## config.mk

```make
export PLATFORM = sky130hd
export DESIGN_NAME = pipeline_ctrl_flat
export DESIGN_NICKNAME = d
export VERILOG_FILES = /design/src/rtl/pipe_pkg.sv /design/src/rtl/pipeline_ctrl_if.sv /design/src/rtl/pipeline_ctrl_hazard_detect.sv /design/src/rtl/pipeline_ctrl.sv /design/src/flat_wrapper.sv
export SDC_FILE = /design/constraint.sdc
export NUM_CORES = 1
export LEC_CHECK = 0
export ABC_AREA = 1
export CAP_MARGIN = 0
export CORE_AREA = 2 2 80 82
export CTS_BUF_LIST = sky130_fd_sc_hd__clkbuf_8
export CTS_CLUSTER_DIAMETER = 50
export DETAILED_ROUTE_END_ITERATION = 7
export DIE_AREA = 0 0 82 84
export PLACE_DENSITY = 0.83
export SETUP_SLACK_MARGIN = 0.3
export SYNTH_ARGS = -nofsm -noshare
export SYNTH_HDL_FRONTEND = slang
export SYNTH_SLANG_ARGS = --single-unit
```

## constraint.sdc

```tcl
create_clock -name clk -period 2.9 [get_ports clk]
set_input_delay 0.435 -clock clk [delete_from_list [all_inputs] [get_ports clk]]
set_output_delay 0.435 -clock clk [all_outputs]
set_load 0.1 [all_outputs]
```

## src/rtl/pipe_pkg.sv

```systemverilog
// Shared definitions for the pipeline stall/flush sequencer.
package pipe_pkg;

  // Sequencer states: normal issue, waiting on data memory, draining after an exception
  typedef enum logic [1:0] {
    RUN      = 2'd0,
    MEM_WAIT = 2'd1,
    DRAIN    = 2'd2
  } state_t;

  // Register $zero never carries a real dependency
  localparam logic [4:0] ZERO_REG = 5'd0;

endpackage

```

## src/rtl/pipeline_ctrl_if.sv

```systemverilog
// Hazard/memory status inputs and pipeline-register control outputs of the sequencer.
interface pipeline_ctrl_if #(
  parameter int REG_W = 5,
  parameter int CNT_W = 32
);
  logic [REG_W-1:0] id_rs;
  logic [REG_W-1:0] id_rt;
  logic [REG_W-1:0] ex_rt;
  logic             ex_memread;
  logic             ex_branch_taken;
  logic             mem_req;
  logic             mem_ready;
  logic             mem_exc;

  logic             pc_we;
  logic             pc_sel_exc;
  logic             we_if_id;
  logic             we_id_ex;
  logic             we_ex_mem;
  logic             we_mem_wb;
  logic             flush_if_id;
  logic             flush_id_ex;
  logic             flush_ex_mem;
  logic             flush_mem_wb;
  logic             epc_we;
  logic             mem_abort;
  logic [CNT_W-1:0] stall_count;

  // Datapath side: reports pipeline status, receives enables and clears
  modport master (
    output id_rs, id_rt, ex_rt, ex_memread, ex_branch_taken,
           mem_req, mem_ready, mem_exc,
    input  pc_we, pc_sel_exc, we_if_id, we_id_ex, we_ex_mem, we_mem_wb,
           flush_if_id, flush_id_ex, flush_ex_mem, flush_mem_wb,
           epc_we, mem_abort, stall_count
  );

  // Sequencer side
  modport slave (
    input  id_rs, id_rt, ex_rt, ex_memread, ex_branch_taken,
           mem_req, mem_ready, mem_exc,
    output pc_we, pc_sel_exc, we_if_id, we_id_ex, we_ex_mem, we_mem_wb,
           flush_if_id, flush_id_ex, flush_ex_mem, flush_mem_wb,
           epc_we, mem_abort, stall_count
  );
endinterface

```

## src/rtl/pipeline_ctrl_hazard_detect.sv

```systemverilog
// Load-use hazard compare between the load in EX and the operands of the instruction in ID.
module hazard_detect
  import pipe_pkg::*;
#(
  parameter int REG_W = 5
) (
  input  logic [REG_W-1:0] id_rs,
  input  logic [REG_W-1:0] id_rt,
  input  logic [REG_W-1:0] ex_rt,
  input  logic             ex_memread,
  output logic             hazard
);

  // A load writing a real register that ID is about to read needs one bubble
  always_comb begin
    hazard = ex_memread && (ex_rt != REG_W'(ZERO_REG)) &&
             ((ex_rt == id_rs) || (ex_rt == id_rt));
  end

endmodule

```

## src/rtl/pipeline_ctrl.sv

```systemverilog
// Stall/flush sequencer for the five-stage pipeline: drives pipeline-register
// enables and clears, the PC enable, exception capture and a stall-cycle counter.
module pipeline_ctrl
  import pipe_pkg::*;
#(
  parameter int REG_W        = 5,
  parameter int DRAIN_CYCLES = 2,
  parameter int CNT_W        = 32
) (
  input  logic           clk,
  input  logic           reset,
  pipeline_ctrl_if.slave bus
);

  state_t           state;
  logic [3:0]       drain_cnt;
  logic [CNT_W-1:0] stall_count_q;
  logic             hazard;
  logic             wait_evt;
  logic             exc_evt;
  logic             pc_we_c;

  hazard_detect #(.REG_W(REG_W)) u_hazard (
    .id_rs      (bus.id_rs),
    .id_rt      (bus.id_rt),
    .ex_rt      (bus.ex_rt),
    .ex_memread (bus.ex_memread),
    .hazard     (hazard)
  );

  assign wait_evt        = bus.mem_req && !bus.mem_ready;
  assign exc_evt         = bus.mem_exc && (state != DRAIN);
  assign bus.pc_we       = pc_we_c;
  assign bus.stall_count = stall_count_q;

  // Output mux, combinational so stalls and flushes act in the same cycle; priority exception > wait > branch > load-use
  always_comb begin
    pc_we_c          = 1'b1;
    bus.pc_sel_exc   = 1'b0;
    bus.epc_we       = 1'b0;
    bus.mem_abort    = 1'b0;
    bus.we_if_id     = 1'b1;
    bus.we_id_ex     = 1'b1;
    bus.we_ex_mem    = 1'b1;
    bus.we_mem_wb    = 1'b1;
    bus.flush_if_id  = 1'b0;
    bus.flush_id_ex  = 1'b0;
    bus.flush_ex_mem = 1'b0;
    bus.flush_mem_wb = 1'b0;
    if (!reset) begin
      pc_we_c          = 1'b0;
      bus.we_if_id     = 1'b0;
      bus.we_id_ex     = 1'b0;
      bus.we_ex_mem    = 1'b0;
      bus.we_mem_wb    = 1'b0;
      bus.flush_if_id  = 1'b1;
      bus.flush_id_ex  = 1'b1;
      bus.flush_ex_mem = 1'b1;
      bus.flush_mem_wb = 1'b1;
    end else if (state == DRAIN) begin
      pc_we_c         = 1'b0;
      bus.we_if_id    = 1'b0;
      bus.flush_if_id = 1'b1;
      bus.flush_id_ex = 1'b1;
    end else if (exc_evt) begin
      bus.flush_if_id  = 1'b1;
      bus.flush_id_ex  = 1'b1;
      bus.flush_ex_mem = 1'b1;
      bus.flush_mem_wb = 1'b1;
      bus.pc_sel_exc   = 1'b1;
      bus.epc_we       = 1'b1;
      bus.mem_abort    = wait_evt;
    end else if (wait_evt) begin
      pc_we_c       = 1'b0;
      bus.we_if_id  = 1'b0;
      bus.we_id_ex  = 1'b0;
      bus.we_ex_mem = 1'b0;
      bus.we_mem_wb = 1'b0;
    end else if (bus.ex_branch_taken) begin
      bus.flush_if_id = 1'b1;
      bus.flush_id_ex = 1'b1;
    end else if (hazard) begin
      pc_we_c         = 1'b0;
      bus.we_if_id    = 1'b0;
      bus.flush_id_ex = 1'b1;
    end
  end

  // Sequencer state, drain countdown and stall counter
  always_ff @(posedge clk) begin
    if (!reset) begin
      state         <= RUN;
      drain_cnt     <= 4'd0;
      stall_count_q <= '0;
    end else begin
      if (!pc_we_c) begin
        stall_count_q <= stall_count_q + CNT_W'(1);
      end
      case (state)
        DRAIN: begin
          drain_cnt <= drain_cnt - 4'd1;
          if (drain_cnt <= 4'd1) begin
            state <= RUN;
          end
        end
        default: begin
          if (exc_evt) begin
            state     <= DRAIN;
            drain_cnt <= 4'(DRAIN_CYCLES);
          end else if (wait_evt) begin
            state <= MEM_WAIT;
          end else begin
            state <= RUN;
          end
        end
      endcase
    end
  end

endmodule
```

## src/flat_wrapper.sv

```systemverilog
// flat-port wrapper written by rule: the top's interface ports become plain ports
module pipeline_ctrl_flat import pipe_pkg::*;
#(
  parameter int REG_W        = 5,
  parameter int DRAIN_CYCLES = 2,
  parameter int CNT_W        = 32
)
  (clk, reset, bus_id_rs, bus_id_rt, bus_ex_rt, bus_ex_memread, bus_ex_branch_taken, bus_mem_req, bus_mem_ready, bus_mem_exc, bus_pc_we, bus_pc_sel_exc, bus_we_if_id, bus_we_id_ex, bus_we_ex_mem, bus_we_mem_wb, bus_flush_if_id, bus_flush_id_ex, bus_flush_ex_mem, bus_flush_mem_wb, bus_epc_we, bus_mem_abort, bus_stall_count);
  pipeline_ctrl_if #(.REG_W(REG_W), .CNT_W(CNT_W)) bus_i ();
  input  logic clk;
  input  logic reset;
  input wire logic [$bits(bus_i.id_rs)-1:0] bus_id_rs;
  input wire logic [$bits(bus_i.id_rt)-1:0] bus_id_rt;
  input wire logic [$bits(bus_i.ex_rt)-1:0] bus_ex_rt;
  input wire logic [$bits(bus_i.ex_memread)-1:0] bus_ex_memread;
  input wire logic [$bits(bus_i.ex_branch_taken)-1:0] bus_ex_branch_taken;
  input wire logic [$bits(bus_i.mem_req)-1:0] bus_mem_req;
  input wire logic [$bits(bus_i.mem_ready)-1:0] bus_mem_ready;
  input wire logic [$bits(bus_i.mem_exc)-1:0] bus_mem_exc;
  output wire logic [$bits(bus_i.pc_we)-1:0] bus_pc_we;
  output wire logic [$bits(bus_i.pc_sel_exc)-1:0] bus_pc_sel_exc;
  output wire logic [$bits(bus_i.we_if_id)-1:0] bus_we_if_id;
  output wire logic [$bits(bus_i.we_id_ex)-1:0] bus_we_id_ex;
  output wire logic [$bits(bus_i.we_ex_mem)-1:0] bus_we_ex_mem;
  output wire logic [$bits(bus_i.we_mem_wb)-1:0] bus_we_mem_wb;
  output wire logic [$bits(bus_i.flush_if_id)-1:0] bus_flush_if_id;
  output wire logic [$bits(bus_i.flush_id_ex)-1:0] bus_flush_id_ex;
  output wire logic [$bits(bus_i.flush_ex_mem)-1:0] bus_flush_ex_mem;
  output wire logic [$bits(bus_i.flush_mem_wb)-1:0] bus_flush_mem_wb;
  output wire logic [$bits(bus_i.epc_we)-1:0] bus_epc_we;
  output wire logic [$bits(bus_i.mem_abort)-1:0] bus_mem_abort;
  output wire logic [$bits(bus_i.stall_count)-1:0] bus_stall_count;
  assign bus_i.id_rs = bus_id_rs;
  assign bus_i.id_rt = bus_id_rt;
  assign bus_i.ex_rt = bus_ex_rt;
  assign bus_i.ex_memread = bus_ex_memread;
  assign bus_i.ex_branch_taken = bus_ex_branch_taken;
  assign bus_i.mem_req = bus_mem_req;
  assign bus_i.mem_ready = bus_mem_ready;
  assign bus_i.mem_exc = bus_mem_exc;
  assign bus_pc_we = bus_i.pc_we;
  assign bus_pc_sel_exc = bus_i.pc_sel_exc;
  assign bus_we_if_id = bus_i.we_if_id;
  assign bus_we_id_ex = bus_i.we_id_ex;
  assign bus_we_ex_mem = bus_i.we_ex_mem;
  assign bus_we_mem_wb = bus_i.we_mem_wb;
  assign bus_flush_if_id = bus_i.flush_if_id;
  assign bus_flush_id_ex = bus_i.flush_id_ex;
  assign bus_flush_ex_mem = bus_i.flush_ex_mem;
  assign bus_flush_mem_wb = bus_i.flush_mem_wb;
  assign bus_epc_we = bus_i.epc_we;
  assign bus_mem_abort = bus_i.mem_abort;
  assign bus_stall_count = bus_i.stall_count;
  pipeline_ctrl #(.REG_W(REG_W), .DRAIN_CYCLES(DRAIN_CYCLES), .CNT_W(CNT_W)) u_core (.clk(clk), .reset(reset), .bus(bus_i));
endmodule
```

# Word level (Yosys, flattened, before mapping)
# Cells that the tools add are included.
# word_totals
regBits	38
inputBits	22
output_inout_bits	44
word_cells	53
# op_classes
n_addsub	2
order_cmp	1
n_eq_ne	5
muxes	34
n_reduce_logical	8
# ops
cell	n
32-bit by 1-bit adder with 32-bit output, second input constant	1
1-bit 2-to-1 mux	29
5-bit == test	2
4-bit 2-to-1 mux	2
2-bit 2-to-1 mux	3
5-bit nonzero test	1
4-bit by 1-bit less-or-equal comparator with 1-bit output, second input constant	1
1-bit logical AND	4
2-bit inequality test, second input constant	2
4-bit by 1-bit subtractor with 4-bit output, second input constant	1
2-bit == test, second input constant	1
2-bit nonzero test	1
1-bit zero test	1
1-bit logical OR	1

# Depth between registers and ports, before layout
# logic_depth
word_depth	9
ltp_mapped	14

# Hierarchy
# Synthesis repeated with hierarchy kept, for this count alone.
# hier_totals
hier_cells	402
hier_area_um2	2454.9
# modules_own_cells
module	n_inst	cells_per_inst	area_per_inst_um2	seq_area_each_um2
pipeline_ctrl	1	357	2259.7	760.7
hazard_detect	1	45	195.2	0.0

# Worst setup path before layout
# No wires, ideal clock.
# synth_timing
path_type	input to output
startpoint	in reset
endpoint	out bus_we_id_ex
t_arrival_ns	3.142
required_time_ns	2.465
slack_ns	-0.677
path_stages	5
path_buffers	3
path_cell_list	clkbuf_1 -> inv_1 -> clkbuf_1 -> a21oi_1 -> buf_4
# synth_via
elab_chain_cells	1
# synth_lines
item	line_no	source
start, declared	flat_wrapper.sv:11	input logic reset;
1-bit 2-to-1 mux	n/a	
end, declared	flat_wrapper.sv:23	output wire logic [$bits(bus_i.we_id_ex)-1:0] bus_we_id_ex;
# Every way passes these cells.

# Final worst setup path
# layout_timing
startpoint	in bus_ex_rt[0]
endpoint	out bus_we_if_id
# layout_via
elab_chain_cells	9
# layout_lines
item	line_no	source
start, declared	flat_wrapper.sv:14	input wire logic [$bits(bus_i.ex_rt)-1:0] bus_ex_rt;
5-bit == test / 5-bit nonzero test (equally long branches)	pipeline_ctrl_hazard_detect.sv:17, pipeline_ctrl_hazard_detect.sv:16	
1-bit logical OR / 1-bit logical AND (equally long branches)	pipeline_ctrl_hazard_detect.sv:17, pipeline_ctrl_hazard_detect.sv:16	
1-bit logical AND (*)	pipeline_ctrl_hazard_detect.sv:16	hazard = ex_memread && (ex_rt != REG_W'(ZERO_REG)) &&
1-bit 2-to-1 mux (*)	pipeline_ctrl.sv:82	end else if (hazard) begin
1-bit 2-to-1 mux (*)	pipeline_ctrl.sv:79	end else if (bus.ex_branch_taken) begin
1-bit 2-to-1 mux (*)	pipeline_ctrl.sv:73	end else if (wait_evt) begin
1-bit 2-to-1 mux (*)	pipeline_ctrl.sv:65	end else if (exc_evt) begin
1-bit 2-to-1 mux (*)	pipeline_ctrl.sv:60	end else if (state == DRAIN) begin
1-bit 2-to-1 mux (*)	pipeline_ctrl.sv:50	if (!reset) begin
end, declared	flat_wrapper.sv:22	output wire logic [$bits(bus_i.we_if_id)-1:0] bus_we_if_id;
# Mark *: on every way between the ends. The rest lies on a longest branch, timed or not.

==> run metrics <==
status finished clean; hold_buf cts 0; PortBufs between 60 and 70; CP Class primary input to output port; Post-Syn Instances 408; Syn Area/Cell 6.805 um^2; IR drop worst, VDD around 0.21 mV; Area contributors post-synth dfxtp_1 27%, nand2_1 11%, nand4_1 6.8%; number of flops mapped to enable cells by yosys 0; flip-flop and latch area between 700 and 800 um^2; Area Growth Syn to Fin 29.38%; Final Max Tran Viols 0; RSZ-0062 raised after global routing false; count of cell types in the netlist 33; I/O Pins 66; CP bufs+invs 4; Residual DRC 0; latest clock arrival within the worst-skew pair 0.29 ns; TNS Setup 0 ns; initial core utilization between 40% and 50%; CTS tree built; chip height between 80 and 90 um; crit-path leading delay family buffers and inverters; CP endpoint kind output port; CP arrival around 2.0 ns; Fmax achieved 0.4164 GHz; worst endpoint required time ~2.5 ns; synth warn 0; fillcell total between 500 and 600; TritonCTS sink count 38; DRT antenna net count 0; Cell Area, Synth about 2800 um^2; Final period util approximately 83%; global-route wire length before repair around 12 mm; Clock Root Buffer clkbuf_8; First-pass DRT Iterations 5; routed vias/inst 5.295; Synth top area share around 27%; Avg WL per Cell 13.52 um; routed vias ~2,900; core footprint a little over 6000 um^2; CP most frequent cell nand2_1; fin crit period between 2 and 2.5 ns; LEAKAGE 1.420 nW; Worst Hold Class flip-flop to flip-flop; nets 490; pin count of the biggest net entering global routing 33; Max transition margin between 60% and 70%; MaxCap Viol Count 0; total CTS buffers 5; global route overflow 0; die width 82 um; Least-Margin Pin Slew around 0.53 ns; GPL Wtd Cong just over 0.9; DRC marker count from the first detailed-route iteration 200; post-CTS resize count 0; vias in the first global route approximately 2,600; Power Dens Cells ~360 nW/um^2; area of the multi-input gates 1732 um^2; initial antenna violation count 0; WL final between 7 and 8 mm; Post-CTS Setup Inserts 0; Clock Path Buffers 2; H-tree Lvls 2; GRT Overall Usage between 20 and 25%; ys async rst share 0%; crit-path max cell delay roughly 0.54 ns; worst-case clock skew 0.006993 ns; Post-DP HPWL ~5.6 mm; CP Max Fanout 4; FF+latch count, synth 38; Syn Nets around 430; Seq/Total Area, Yosys 27.40%; area leader, netlist dfxtp_1; Worst Setup Start Kind primary input; row count 29; final hold vios 0; Setup violations, final 0; clock-pin slew on the worst setup and hold paths ~0.07 ns; WHS between 0.4 and 0.5 ns; CP Cell Sequence clkdlybuf4s50_1, inv_2, nand2_1, nand2_1, nor2_1, nand3_1, nand2_1, nand2_2, nand2_4, nand2_4, nand3_4, clkinvlp_4, buf_12; ant diodes 0; Crit-path slowest cell clkdlybuf4s50_1; Synth Flop Type dfxtp_1; Die Area roughly 6900 um^2; fraction of layout cells with a size suffix above 1 between 20% and 30%
-- stage by stage --
| stage | power, mW | setup slack, ns | area (um^2) | util (%) | instances |
|---|---|---|---|---|---|
| 6_report | 1.282 | 0.4984 | 3592 | 58.93 | 543 |
| 5_1_grt | 1.337 | 0.3742 | 3592 | 58.93 | 543 |
| 4_1_cts | 1.288 | 0.4867 | 3592 | 58.93 | 543 |
| 3_5_place_dp | 0.9187 | 0.4910 | 3501 | 57.43 | 535 |
| 3_3_place_gp | 0.9096 | 0.5076 | 3501 | 57.43 | 535 |
| 2_1_floorplan | 0.8186 | 0.2081 | 2829 | - | 408 |
-- routing by layer --
metal	up-vias	wire [um]	GRT usage [%]
li1	1433	-	-
met3	10	455	3.788
met1	1327	3290	31.12
met2	105	3503	35.25
met5	-	0	0
met4	0	95	5.909
-- flip-flops by register name (all words and copies together), names as in the netlist --
signal                  flops
u_core.bus.stall_count     32
u_core.drain_cnt            4
u_core.state                2
-- placed cells by master, fill, tap and decap left out, types with 9 or more instances in the layout --
cell type / instances
a21oi_1: 15
a21oi_2: 20
buf_12: 12
buf_4: 37
clkdlybuf4s50_1: 21
dfxtp_1: 38
inv_1: 38
inv_2: 9
nand2_1: 84
nand2_2: 24
nand3_1: 14
nand4_1: 30
nor2_1: 44
nor3_1: 10
xor2_1: 20
-- worst paths after layout --
path | endpoint | depth (start not counted) | slack, ns | from
setup / recovery | bus_we_if_id | 13 | 0.50 | bus_ex_rt[0]
hold / removal | u_core.drain_cnt[2] | 1 | 0.49 | u_core.drain_cnt[2]
setup reg to reg | u_core.bus.stall_count[10] | 7 | 0.91 | u_core.state[1]
hold reg to reg | u_core.drain_cnt[2] | 1 | 0.49 | u_core.drain_cnt[2]
-- final cells by class --
class                   instances  area share [%]
multi-input cells             302           48.21
flip-flops and latches         38           21.18
repair buffers                 70           20.27
inverters                      48           5.120
well taps                      77           2.682
clock buffers                   6           2.299
clock inverters                 2          0.2438
-- worst register-to-register path, cell delays in order (launching register included) --
cell and delay, ns:
dfxtp_1 0.32, inv_1 0.04, nor2_1 0.40, inv_2 0.37
nand3_4 0.21, buf_4 0.35, nand2_1 0.10, a21oi_1 0.14
-- synthesized netlist by cell type, types with 6 or more instances --
library cell and n:
nand2_1 84, nor2_1 45, dfxtp_1 38, inv_1 38, nand4_1 30, nand2_2 24, xor2_1 20, a21oi_2 19
a21oi_1 17, nand3_1 15, nor3_1 11, clkbuf_1 9, inv_2 9, buf_4 6, xnor2_1 6
-- cell families after synthesis --
kind of cell / synth area share (%)
AOI/OAI and AO/OA: 10.82
buffers and inverters: 11.54
adders and majority gates: 1.352
and+or+nand+nor: 40.69
xor gates and xnor gates: 8.202
DFF: 27.40
-- power by group --
group / switching [mW] / internal (mW)
Clock: 0.188 / 0.188
Combinational: 0.245 / 0.116
Sequential: 0.0116 / 0.533
(Power assumes the default switching activity.)
==> variant 1 (config.mk and constraints unchanged) <==
Change the package constant `ZERO_REG` from 5'd0 to 5'd1.
--- a/src/rtl/pipe_pkg.sv
+++ b/src/rtl/pipe_pkg.sv
@@ -9,7 +9,7 @@
   } state_t;
 
   // Register $zero never carries a real dependency
-  localparam logic [4:0] ZERO_REG = 5'd0;
+  localparam logic [4:0] ZERO_REG = 5'd1;
 
 endpackage
 
Formal check against the unedited RTL: not equivalent (Yosys sat finds a counterexample within 4 cycles, from zero or initial values and one cycle with reset low).
==> variant 1 against the original RTL <==
Combinational power hardly changed; largest cell class unchanged; worst setup slack worse by 87 ps; routed wire length increased by 1.9%; largest power group unchanged; synthesized area about the same; clock skew is essentially flat; sequential cell count unchanged; design area grew 0.14%; total power rose by 0.64%.
==> variant 1: results (changes against the original RTL) <==
outcome: complete, no violations (unchanged)
arrival time at the worst endpoint: 2050 ps (was 1970 ps)
final setup skew: 7.48 ps (was 6.99 ps)
Synth Area in XOR/XNOR: 8.21% (was 8.20%)
sequential share of the synthesized area: 27.4% (about the same)
post-cts sizing count: 0 (unchanged)
Area contributors post-synth: dfxtp_1 27%, nand2_1 11%, nand4_1 6.8% (unchanged)
share of cells above drive strength 1: 27.7% (was 27.5%)
met2 usage: 36.0% (was 35.3%)
Layout Nets: 489 (was 490)
vias per cell: 5.28 (was 5.29)
met1 usage: 30.8% (was 31.1%)
vias in the first global route: 2622 (was 2564)
most frequent cells after synthesis: 85 x nand2_1, 43 x nor2_1, 38 x dfxtp_1, 38 x inv_1, 30 x nand4_1 (was 84 x nand2_1, 45 x nor2_1, 38 x dfxtp_1, 38 x inv_1, 30 x nand4_1)
Vias: 2863 (was 2875)
first-pass GRT wire length: 12400 microns (was 12300 microns)
met3 GRT Util: 4.11% (was 3.79%)
VDD IR max: 0.271 mV (was 0.209 mV)
post-synthesis adder-cell area fraction: 1.35% (about the same)
Pre-antenna DRT Iters: 4 (was 5)
Post-Syn Instances: 407 (was 408)
worst reg-to-reg path cell count: 9 (was 7)
total global-route track usage: 22.6% (was 22.3%)
CTS Buf Count: 5 (unchanged)
warnings from Yosys: 0 (unchanged)
H-Tree Depth: 2 (unchanged)
mux contribution to synthesized area: 0% (unchanged)
filler instances: 579 (was 546)
Detailed Place HPWL: 5660 microns (was 5620 microns)
Slew @ Worst Pin: 587 ps (was 533 ps)
Pleak: 1.41 nW (was 1.42 nW)
Netlist cell types: 35 (was 33)
routed wire length per instance: 13.8 microns (was 13.5 microns)
port bufs: 65 (unchanged)
clk slew on worst S/H paths: 70 ps (about the same)
Root Driver: clkbuf_8 (unchanged)
Post-CTS Setup Bufs: 0 (unchanged)
Syn Nets: 432 (was 433)
Synth Area in Compound Gates: 10.9% (was 10.8%)
placed insts: 534 (was 535)
# diodes: 0 (unchanged)
CP max stage delay: 550 ps
Iter 0 DRT Violations: 221 (was 200)
Final Wtd Congestion: 0.929 (was 0.928)
dpl cell area: 3500 sq um (about the same)
crit path max fanout: 5 (was 4)
==> variant 1: cells by family (layout without fill, tap and decap cells) <==
family	count (synthesis)	count (layout)
fa+ha+maj	3	3
buf+inv	67	125
flops	38	38
xor+xnor	26	26
compound gates	44	44
simple gates	229	229
==> variant 1: power breakdown <==
| group | internal, mW | total [mW] | switching (mW) |
|---|---|---|---|
| clock network | 0.191 | 0.384 | 0.192 |
| logic | 0.116 | 0.362 | 0.246 |
| registers | 0.533 | 0.544 | 0.0116 |
==> variant 1: area by class of cell <==
| type | count | share of cell area (%) |
|---|---|---|
| Clock buffer | 6 | 2.30 |
| Clock inverter | 2 | 0.348 |
| Inverter | 47 | 5.01 |
| Multi-Input combinational cell | 302 | 48.3 |
| Sequential cell | 38 | 21.1 |
| Tap cell | 77 | 2.68 |
| Timing Repair Buffer | 70 | 20.2 |
==> variant 1: metal layers <==
layer | wire length [microns] | part of all wire [%] | up-vias
met5 | 0 | 0 | -
met4 | 63 | 0.84 | 0
met3 | 416 | 5.6 | 6
met2 | 3600 | 48 | 82
met1 | 3410 | 46 | 1346
li1 | - | - | 1429
==> variant 1: per-stage QoR <==
step                      hold WS, ps  utilization [%]  worst slack [ps]
after CTS                         486             59.0               401
after global routing              515             59.0               311
after floorplan                   446                -               208
after global placement            461             57.5               509
final                             485             59.0               411
after detailed placement          476             57.5               401
==> variant 1: final timing paths <==
kind | startpoint | to | slack, ps
setup / recovery | bus_ex_rt[0] | bus_pc_we | 410
hold / removal | u_core.drain_cnt[2] | u_core.drain_cnt[2] | 490
setup reg to reg | u_core.bus.stall_count[0] | u_core.bus.stall_count[26] | 950
hold reg to reg | u_core.drain_cnt[2] | u_core.drain_cnt[2] | 490
==> variant 2 (same flow settings) <==
Made on the original files. Encoding of `state_t`: now one-hot (3 bits for 3 states).
--- a/src/rtl/pipe_pkg.sv
+++ b/src/rtl/pipe_pkg.sv
@@ -2,10 +2,10 @@
 package pipe_pkg;
 
   // Sequencer states: normal issue, waiting on data memory, draining after an exception
-  typedef enum logic [1:0] {
-    RUN      = 2'd0,
-    MEM_WAIT = 2'd1,
-    DRAIN    = 2'd2
+  typedef enum logic [2:0] {
+    RUN      = 3'b001,
+    MEM_WAIT = 3'b010,
+    DRAIN    = 3'b100
   } state_t;
 
   // Register $zero never carries a real dependency
Behaviour: same outputs for any inputs over 10 cycles, from zero or initial values and one cycle with reset low; not proved beyond that.
==> variant 2 against the original RTL <==
Worst setup slack lost 75 ps; routed wire length up 1.6%; total power is 8.6% higher; sequential cell count grew 1; design area decreased by 0.70%; synthesized area fell by 3.6%; sequential share of layout area is 0.71 points higher; critical endpoint unchanged; highest routed layer unchanged.
==> variant 2: results (changes against the original RTL) <==
Post-Syn Instances: 419 (was 408)
vias per cell: 5.34 (was 5.29)
first-pass GRT wire length: 12300 microns (about the same)
register-to-register setup slack: 950 ps (was 910 ps)
clock buffer depth: 2 (unchanged)
initial antenna violation count: 0 (unchanged)
VDD IR max: 0.219 mV (was 0.209 mV)
final setup skew: 3.97 ps (was 6.99 ps)
vias in the first global route: 2683 (was 2564)
worst reg-to-reg path cell count: 10 (was 7)
Final Wtd Congestion: 0.897 (was 0.928)
Syn Nets: 444 (was 433)
# diodes: 0 (unchanged)
placed insts: 546 (was 535)
r2r endpoint: u_core.bus.stall_count[24] (was u_core.bus.stall_count[10])
filler instances: 593 (was 546)
share of cells above drive strength 1: 18.2% (was 27.5%)
largest net degree at the start of global routing: 33 (unchanged)
Pleak: 1.50 nW (was 1.42 nW)
routed wire length per instance: 13.5 microns (about the same)
reg-to-reg critical path startpoint: u_core.bus.stall_count[1] (was u_core.state[1])
clk_lat worst skew: 310 ps (was 290 ps)
total global-route track usage: 22.2% (was 22.3%)
Slew @ Worst Pin: 409 ps (was 533 ps)
worst hold path type: reg2reg (unchanged)
crit path from: bus_ex_rt[3] (was bus_ex_rt[0])
dpl cell area: 3410 sq um (was 3500 sq um)
sequential share of the synthesized area: 29.2% (was 27.4%)
most frequent cells after synthesis: 105 x nand2_1, 53 x inv_1, 42 x nor2_1, 39 x dfxtp_1, 35 x a21oi_1 (was 84 x nand2_1, 45 x nor2_1, 38 x dfxtp_1, 38 x inv_1, 30 x nand4_1)
outcome: complete, no violations (unchanged)
arrival time at the worst endpoint: 2040 ps (was 1970 ps)
H-Tree Depth: 2 (unchanged)
Iter 0 DRT Violations: 193 (was 200)
Area contributors post-synth: dfxtp_1 29%, nand2_1 15%, inv_1 7.4% (was dfxtp_1 27%, nand2_1 11%, nand4_1 6.8%)
CTS Buf Count: 5 (unchanged)
Detailed Place HPWL: 5460 microns (was 5620 microns)
port bufs: 65 (unchanged)
crit path max fanout: 3 (was 4)
Vias: 2959 (was 2875)
Root Driver: clkbuf_8 (unchanged)
min-delay src: u_core.drain_cnt[2] (unchanged)
Netlist cell types: 30 (was 33)
Layout Nets: 501 (was 490)
clk slew on worst S/H paths: 80 ps
variant 2: cell types whose count changed after synthesis, sizes merged, moves of 2 or more:
cell / before / now
nor4: 4 / 8
xor2: 20 / 12
nand4: 30 / 28
nand2: 111 / 108
inv: 47 / 58
xnor2: 6 / 8
nand3: 16 / 27
nor3b: 3 / 1
nor2: 50 / 48
o21ai: 5 / 7
variant 2: per-stage QoR:
stage / setup WS [ps] / hold WS (ps)
after global placement: 441 / 444
after CTS: 385 / 496
final: 424 / 504
after global routing: 304 / 526
after detailed placement: 384 / 477
after floorplan: 294 / 422
variant 2: final cells by class:
cell class,instances,area (sq um),share of cell area (%)
clock buffers,5,68.8,1.93
clock inverters,3,67.6,1.89
inverters,58,221,6.21
multi-input cells,302,1590,44.7
flip-flops and latches,39,781,21.9
well taps,77,96.3,2.70
repair buffers,70,738,20.7
variant 2: per-layer routing:
| layer | up-vias | global-route usage (%) | wire length [microns] |
|---|---|---|---|
| met5 | - | 0 | 0 |
| met4 | 0 | 7.12 | 148 |
| met3 | 12 | 3.90 | 442 |
| met2 | 111 | 38.3 | 3680 |
| met1 | 1363 | 27.5 | 3200 |
| li1 | 1473 | - | - |
variant 2: timing repair:
item / 4_1_cts / 5_1_grt
setup endpoints to repair: 0 / 3
hold buffers: 0 / 0
gates resized for setup: 0 / 7
setup buffers: 0 / 0
variant 2: power breakdown:
| part | internal (mW) | switching [mW] | leakage, nW | total [mW] |
|---|---|---|---|---|
| Sequential | 0.542 | 0.00569 | 0.315 | 0.548 |
| Combinational | 0.0961 | 0.185 | 1.12 | 0.281 |
| Clock | 0.343 | 0.220 | 0.0644 | 0.563 |
variant 2: cells by family (layout without fill, tap and decap cells):
kind of cell               after synthesis  in the layout  share of synthesized area [%]
buffers and inverters                   78            136                           12.2
xor gates and xnor gates                20             20                           6.54
AOI/OAI and AO/OA                       46             46                           8.97
and+or+nand+nor                        233            233                           41.7
DFF                                     39             39                           29.2
adders and majority gates                3              3                           1.40
variant 2: critical path, cell delays in order:
cell and delay, ps:
clkdlybuf4s50_1 490, inv_1 80, nand2_1 60, nand2_1 40, nor2_1 110, nand3_1 100, nand2_1 70, nand2_1 80
nand2_1 80, nand2_2 70, nand3_4 90, clkinvlp_4 140, buf_12 190
variant 2: worst min path at each step:
stage          slack [ps]  cells past startpoint                   to
3_3_place_gp          440                      1  u_core.drain_cnt[3]
4_1_cts               500                      1  u_core.drain_cnt[3]
6_report              500                      1  u_core.drain_cnt[2]
2_1_floorplan         420                      1  u_core.drain_cnt[3]
3_5_place_dp          480                      1  u_core.drain_cnt[3]
5_1_grt               530                      1  u_core.drain_cnt[3]
